File: config.mk
export PLATFORM = sky130hd
export DESIGN_NAME = vita_packet_mux36
export DESIGN_NICKNAME = d
export VERILOG_FILES = /design/src/rtl/vita36_pkg.sv /design/src/rtl/vita_packet_mux36_rr_arbiter.sv /design/src/rtl/vita_packet_mux36.sv
export SDC_FILE = /design/constraint.sdc
export NUM_CORES = 1
export LEC_CHECK = 0
export ABC_AREA = 0
export ABC_CLOCK_PERIOD_IN_PS = 5420
export CAP_MARGIN = 20
export CORE_UTILIZATION = 39
export CTS_CLUSTER_DIAMETER = 40
export DETAILED_ROUTE_END_ITERATION = 6
export GPL_TIMING_DRIVEN = 0
export HOLD_SLACK_MARGIN = 0.03
export PLACE_DENSITY = 0.94
export SLEW_MARGIN = 40
export SYNTH_ARGS = -nofsm -noshare
export SYNTH_HDL_FRONTEND = slang
export SYNTH_HIERARCHICAL = 1
export SYNTH_SLANG_ARGS = --single-unit
export TNS_END_PERCENT = 30
File: constraint.sdc
create_clock -name clk -period 5.42 [get_ports clk]
set_input_delay 1.355 -clock clk [delete_from_list [all_inputs] [get_ports clk]]
set_output_delay 1.355 -clock clk [all_outputs]
set_load 0.02 [all_outputs]
File: src/rtl/vita36_pkg.sv
// Shared definitions for the 36-bit VITA packet mux/demux pair:
// word-field bit positions, the framing state enum and a header re-tag helper.
package vita36_pkg;

    localparam int SOF_BIT     = 32;
    localparam int EOF_BIT     = 33;
    localparam int OCC_MSB     = 35;
    localparam int OCC_LSB     = 34;
    localparam int HAS_SID_BIT = 28;
    localparam int LEN_MSB     = 15;

    typedef enum logic [1:0] {
        IDLE = 2'd0,
        HDR  = 2'd1,
        SID  = 2'd2,
        FWD  = 2'd3
    } vita_state_e;

    // Header of an untagged packet once a SID word follows it: has_sid set,
    // one extra line, and EOF moved onto the SID word.
    function automatic logic [35:0] tag_header(input logic [35:0] hdr);
        tag_header = {hdr[OCC_MSB:OCC_LSB], 1'b0, 1'b1, hdr[31:29], 1'b1,
                      hdr[27:16], hdr[LEN_MSB:0] + 16'd1};
    endfunction

endpackage

File: src/rtl/vita_packet_mux36_rr_arbiter.sv
// Combinational round-robin pick: first requester at or after last_grant+1,
// wrapping to channel 0. The grant history lives in the parent.
module rr_arbiter #(
    parameter int NUMCHAN = 2,
    parameter int IDX_W   = 1
) (
    input  logic [NUMCHAN-1:0] req,
    input  logic [IDX_W-1:0]   last_grant,
    output logic [IDX_W-1:0]   grant,
    output logic               valid
);

    int cand_s;

    // Scan from the farthest offset down so the nearest requester wins.
    always_comb begin
        grant  = {IDX_W{1'b0}};
        valid  = 1'b0;
        cand_s = 0;
        for (int i = NUMCHAN; i >= 1; i--) begin
            cand_s = int'(last_grant) + i;
            if (cand_s >= NUMCHAN) begin
                cand_s = cand_s - NUMCHAN;
            end else begin
                cand_s = cand_s;
            end
            grant = req[cand_s] ? IDX_W'(cand_s) : grant;
            valid = valid | req[cand_s];
        end
    end

endmodule

File: src/rtl/vita_packet_mux36.sv
// Merges NUMCHAN VITA-36 streams into one, whole packets at a time, inserting a
// Stream ID word (SID_BASE+channel) after the header of any packet lacking one.
module vita_packet_mux36
    import vita36_pkg::*;
#(
    parameter int          NUMCHAN  = 2,
    parameter logic [31:0] SID_BASE = 32'h0000_0000
) (
    input  logic                  clk,
    input  logic                  rst,
    input  logic [36*NUMCHAN-1:0] in_data,
    input  logic [NUMCHAN-1:0]    in_src_rdy,
    output logic [NUMCHAN-1:0]    in_dst_rdy,
    output logic [35:0]           out_data,
    output logic                  out_src_rdy,
    input  logic                  out_dst_rdy
);

    localparam int IDX_W = (NUMCHAN > 1) ? $clog2(NUMCHAN) : 1;
    localparam logic [IDX_W-1:0] LAST_CHAN = IDX_W'(NUMCHAN - 1);

    vita_state_e      state_r, state_s;
    logic [IDX_W-1:0] chan_r, chan_s;
    logic [IDX_W-1:0] last_grant_r, last_grant_s;
    logic             eof_r, eof_s;

    logic [35:0]        chan_word_s [NUMCHAN];
    logic [NUMCHAN-1:0] sof_s;
    logic [NUMCHAN-1:0] req_s;
    logic [35:0]        cur_word_s;
    logic               cur_valid_s;
    logic               xfer_s;
    logic [IDX_W-1:0]   arb_grant_s;
    logic               arb_valid_s;
    logic [35:0]        out_data_s;
    logic               out_src_rdy_s;
    logic [NUMCHAN-1:0] dst_rdy_s;

    // Split the flat input bus into per-channel words and arbitration requests.
    always_comb begin
        for (int i = 0; i < NUMCHAN; i++) begin
            chan_word_s[i] = in_data[36*i +: 36];
            sof_s[i]       = in_data[36*i + SOF_BIT];
            req_s[i]       = in_src_rdy[i] & in_data[36*i + SOF_BIT];
        end
    end

    assign cur_word_s  = chan_word_s[chan_r];
    assign cur_valid_s = in_src_rdy[chan_r];
    assign xfer_s      = cur_valid_s & out_dst_rdy;

    rr_arbiter #(
        .NUMCHAN (NUMCHAN),
        .IDX_W   (IDX_W)
    ) u_arb (
        .req        (req_s),
        .last_grant (last_grant_r),
        .grant      (arb_grant_s),
        .valid      (arb_valid_s)
    );

    // Framing state, selected channel, fairness pointer and deferred EOF.
    always_ff @(posedge clk or posedge rst) begin
        if (rst) begin
            state_r      <= IDLE;
            chan_r       <= {IDX_W{1'b0}};
            last_grant_r <= LAST_CHAN;
            eof_r        <= 1'b0;
        end else begin
            state_r      <= state_s;
            chan_r       <= chan_s;
            last_grant_r <= last_grant_s;
            eof_r        <= eof_s;
        end
    end

    // Next-state, output mux and per-channel ready generation.
    always_comb begin
        state_s       = state_r;
        chan_s        = chan_r;
        last_grant_s  = last_grant_r;
        eof_s         = eof_r;
        out_data_s    = cur_word_s;
        out_src_rdy_s = 1'b0;
        dst_rdy_s     = {NUMCHAN{1'b0}};
        case (state_r)
            IDLE: begin
                // Words without SOF cannot start a packet, so they are drained.
                dst_rdy_s = ~sof_s;
                if (arb_valid_s) begin
                    state_s = HDR;
                    chan_s  = arb_grant_s;
                end else begin
                    state_s = IDLE;
                end
            end
            HDR: begin
                out_src_rdy_s     = cur_valid_s;
                dst_rdy_s[chan_r] = out_dst_rdy;
                if (cur_word_s[HAS_SID_BIT]) begin
                    out_data_s = cur_word_s;
                    if (xfer_s && cur_word_s[EOF_BIT]) begin
                        state_s      = IDLE;
                        last_grant_s = chan_r;
                    end else if (xfer_s) begin
                        state_s = FWD;
                    end else begin
                        state_s = HDR;
                    end
                end else begin
                    out_data_s = tag_header(cur_word_s);
                    if (xfer_s) begin
                        eof_s   = cur_word_s[EOF_BIT];
                        state_s = SID;
                    end else begin
                        state_s = HDR;
                    end
                end
            end
            SID: begin
                out_data_s    = {2'b00, eof_r, 1'b0, SID_BASE + 32'(chan_r)};
                out_src_rdy_s = 1'b1;
                if (out_dst_rdy && eof_r) begin
                    state_s      = IDLE;
                    last_grant_s = chan_r;
                end else if (out_dst_rdy) begin
                    state_s = FWD;
                end else begin
                    state_s = SID;
                end
            end
            FWD: begin
                out_src_rdy_s     = cur_valid_s;
                dst_rdy_s[chan_r] = out_dst_rdy;
                if (xfer_s && cur_word_s[EOF_BIT]) begin
                    state_s      = IDLE;
                    last_grant_s = chan_r;
                end else begin
                    state_s = FWD;
                end
            end
            default: begin
                state_s = IDLE;
            end
        endcase
    end

    assign out_data    = out_data_s;
    assign out_src_rdy = out_src_rdy_s & ~rst;
    assign in_dst_rdy  = dst_rdy_s & {NUMCHAN{~rst}};

endmodule
==> impl_results.md <==
* Max H-tree Level at 1
* Diode count at 0
* Maximum VDD drop at 0.254 mV
* Most common cell on crit path: clkdlybuf4s50_1
* P_leak at between 1 and 1.5 nW
* IO Port Bufs at between 100 and 150
* Crit. End Element: primary output
* Most used DFF post-synth: dfrtp_1
* Multi-input logic area at about 1500 µm²
* Total Routed Length at about 6300 µm
* Min Hold Slack at 0.597 ns
* Synthesized flop and latch total at 5
* Post-synth ARST share at 100%
* CTS Buf Count at 3
* Pwr dens at about 440 nW/µm²
* Tot GR Track Use at between 20% and 30%
* Post-Synth Adder-Cell Area at ~4.4%
* Ports at around 120
* Worst-Margin Slew at between 0.5 and 0.6 ns
* Fmax at 191 MHz
* Post-synthesis simple-gate area fraction at 30.4%
* Initial core utilization at between 40% and 50%
* CTS Root Cell: clkbuf_8
* Main combinational cell family by area after synthesis: simple AND/OR/NAND/NOR gates
* Complex-gate fraction of the synthesized area at between 20% and 30%
* TritonCTS clock tree: done
* Core region area at 4120 µm²
* Register area at roughly 130 µm²
* Fin util at slightly above 70%
* Die Y at a little under 70 µm
* Number of synthesized flops with an enable pin at 0
* Crit share post-route at 96.4%
* Relative slew slack at a little over three fifths
* WS Path Type: in -> out
* Worst-case clock skew at 0.00319 ns
* Insertion delay to the later sink of the worst-skew pair at roughly 0.22 ns
* Syn_nets at 307
* RePlAce Congestion at 0.881
* Worst setup SP type: primary input
* Synthesized area at around 1700 µm²
* Mux cell area share after synthesis at between 20% and 30%
* Final ANT Viol Nets at 0
* Endpoint required time on the critical path at just over 4 ns
* Synth Instances at 224
* DRC violations left at 0
* Crit path max fanout at 4
* Period minus WS final at about 5.2 ns
* Yosys warns at 6
* GRT overflow at 0
* Vias per cell at a little under 6
* Largest net degree at the start of global routing at 11
* Final setup viols at 0
* First-pass GRT wire length at about 9800 µm
* Power Total at 1.32 mW
* Layout fillers at approximately 330
* Syn Area/Cell at 7.62 µm²
* Die area at 4650 µm²
* Status: finished, final reports clean
* Die W at a little under 70 µm
* HPWL after DPL at slightly above 5000 µm
* Share of cells above drive strength 1 at around a tenth
* Reg clk slew, reported paths at around 0.04 ns
* Worst slack at placement at -0.0439 ns
* Cells along the critical path: clkdlybuf4s50_1, mux2_2, ha_1, and4_1, nor2_1, or3_1, a21oi_1, clkdlybuf4s50_1
* Vias in the first global route at around 2200
* First-pass DRT Iterations at 5
* Post-synthesis cell type count at 54
* FF-to-FF setup slack at 3.51 ns
* Final setup margin at 0.196 ns
* Slowest cell on crit path: clkdlybuf4s50_1
* WL per Instance at roughly 16 µm
* Maximum clock path buffer count at 2
* CP peak stage delay at ~0.64 ns
* Final slew viol count at 0
* Final nets at 427
* Clk sinks at 5
* Row count at 23
* Synth-to-Final Area Change at 73.8%
* Max Cap Violations at 0
* Hold WC Path Type: reg -> reg
* Fin Setup TNS at 0 ns
* Via count of the routed design at approximately 2300
* Unrepaired setup endpoints after global routing: no
* 1st-iter DRT viols at roughly 180
* Post-Synth XOR/XNOR Area at about 1.5%
* Initial antenna violation count at 0
* Crit path arrival time at between 3 and 4 ns
* Sequential area share after synthesis at under 10%
* Hold Fails Final Rpt at 0
==> registers in the layout, indices dropped and copies added, names as in the netlist <==
name	count
chan_r	1
state_r	2
eof_r	1
last_grant_r	1
==> cells in the mapped netlist (2+ instances only) <==
cell type | number | area, µm²
mux2i_1 | 30 | 300
nor2_1 | 27 | 101
nand2_1 | 15 | 56.3
mux2_2 | 13 | 146
a21oi_1 | 12 | 60.1
inv_1 | 8 | 30.0
nand3_1 | 8 | 40.0
and3b_1 | 6 | 52.6
ha_1 | 6 | 75.1
o21ai_0 | 6 | 30.0
a211oi_1 | 5 | 37.5
and3_1 | 5 | 31.3
clkbuf_1 | 5 | 18.8
nand2b_1 | 5 | 31.3
and2_1 | 4 | 25.0
dfrtp_1 | 4 | 100
nand3b_1 | 4 | 30.0
nor4_1 | 4 | 25.0
buf_2 | 3 | 15.0
buf_4 | 3 | 22.5
o211ai_1 | 3 | 22.5
o31ai_1 | 3 | 22.5
or4_1 | 3 | 22.5
xnor2_1 | 3 | 26.3
a21boi_0 | 2 | 15.0
a22o_1 | 2 | 17.5
a31o_2 | 2 | 17.5
buf_6 | 2 | 22.5
nand4_1 | 2 | 12.5
nor3_1 | 2 | 10.0
o211ai_2 | 2 | 25.0
o22ai_1 | 2 | 12.5
o2bb2ai_1 | 2 | 17.5
==> routing by layer <==
layer	up-vias	share of wire, %	track usage, %
met5	-	0	0
met4	0	0.62	4.95
met3	7	12	4.67
met2	143	50	50.9
met1	1055	38	32.2
li1	1086	-	-
==> worst max-delay path: cells and delay by family <==
family / cells / cell delay (ns)
compound gates: 1 / 0.19
mux: 1 / 0.22
fa+ha+maj: 1 / 0.19
simple gates: 3 / 0.74
buf+inv: 2 / 1.18
==> per-stage QoR <==
| step | cell area [µm²] | std cells |
|---|---|---|
| 5_1_grt | 2970 | 393 |
| 4_1_cts | 2970 | 393 |
| 6_report | 2970 | 393 |
| 3_5_place_dp | 2920 | 389 |
| 2_1_floorplan | 1710 | 224 |
| 3_3_place_gp | 2920 | 389 |
==> cells in the final DEF (no fill, tap or decap), types with 3 or more instances in the layout <==
| cell type | instances |
|---|---|
| a211oi_1 | 5 |
| a21oi_1 | 12 |
| and2_1 | 4 |
| and3_1 | 5 |
| and3b_1 | 6 |
| buf_2 | 3 |
| buf_4 | 3 |
| clkbuf_1 | 6 |
| clkbuf_8 | 3 |
| clkdlybuf4s50_1 | 113 |
| dfrtp_1 | 4 |
| ha_1 | 6 |
| inv_1 | 8 |
| mux2_2 | 13 |
| mux2i_1 | 30 |
| nand2_1 | 15 |
| nand2b_1 | 5 |
| nand3_1 | 8 |
| nand3b_1 | 4 |
| nor2_1 | 27 |
| nor4_1 | 4 |
| o211ai_1 | 3 |
| o21ai_0 | 6 |
| o31ai_1 | 3 |
| or4_1 | 3 |
| xnor2_1 | 3 |
==> final timing paths <==
kind	from	endpoint	cells past startpoint
setup / recovery	in_data[0]	out_data[6]	8
hold / removal	eof_r	state_r[0]	1
setup reg to reg	state_r[0]	last_grant_r	6
hold reg to reg	eof_r	state_r[0]	1
max in group asynchronous	rst	last_grant_r	2
min in group asynchronous	rst	state_r[1]	2
==> what timing repair did <==
item                       4_1_cts  5_1_grt
buffers inserted                 0        0
resized for setup                1        1
setup endpoints to repair        1        1
hold buffers                     0        0
==> final cells by class <==
cell class,count,area share (%)
multi-input combinational,198,49.6
inverter,8,1.01
clock buffer,4,1.52
sequential,5,4.26
timing repair buffer,115,38.8
buffer,13,2.66
tap,50,2.11
==> power breakdown <==
group | switching (mW) | total (mW) | internal, mW
clock | 0.0179 | 0.0684 | 0.0505
sequential | 0.0177 | 0.0717 | 0.0540
combinational | 0.628 | 1.18 | 0.549
total | 0.663 | 1.32 | 0.653
==> logic make-up after synthesis <==
| family | after synthesis |
|---|---|
| flops | 5 |
| mux | 45 |
| xor+xnor | 3 |
| simple gates | 93 |
| buf+inv | 21 |
| compound gates | 51 |
| fa+ha+maj | 6 |
(Power assumes the default switching activity.)
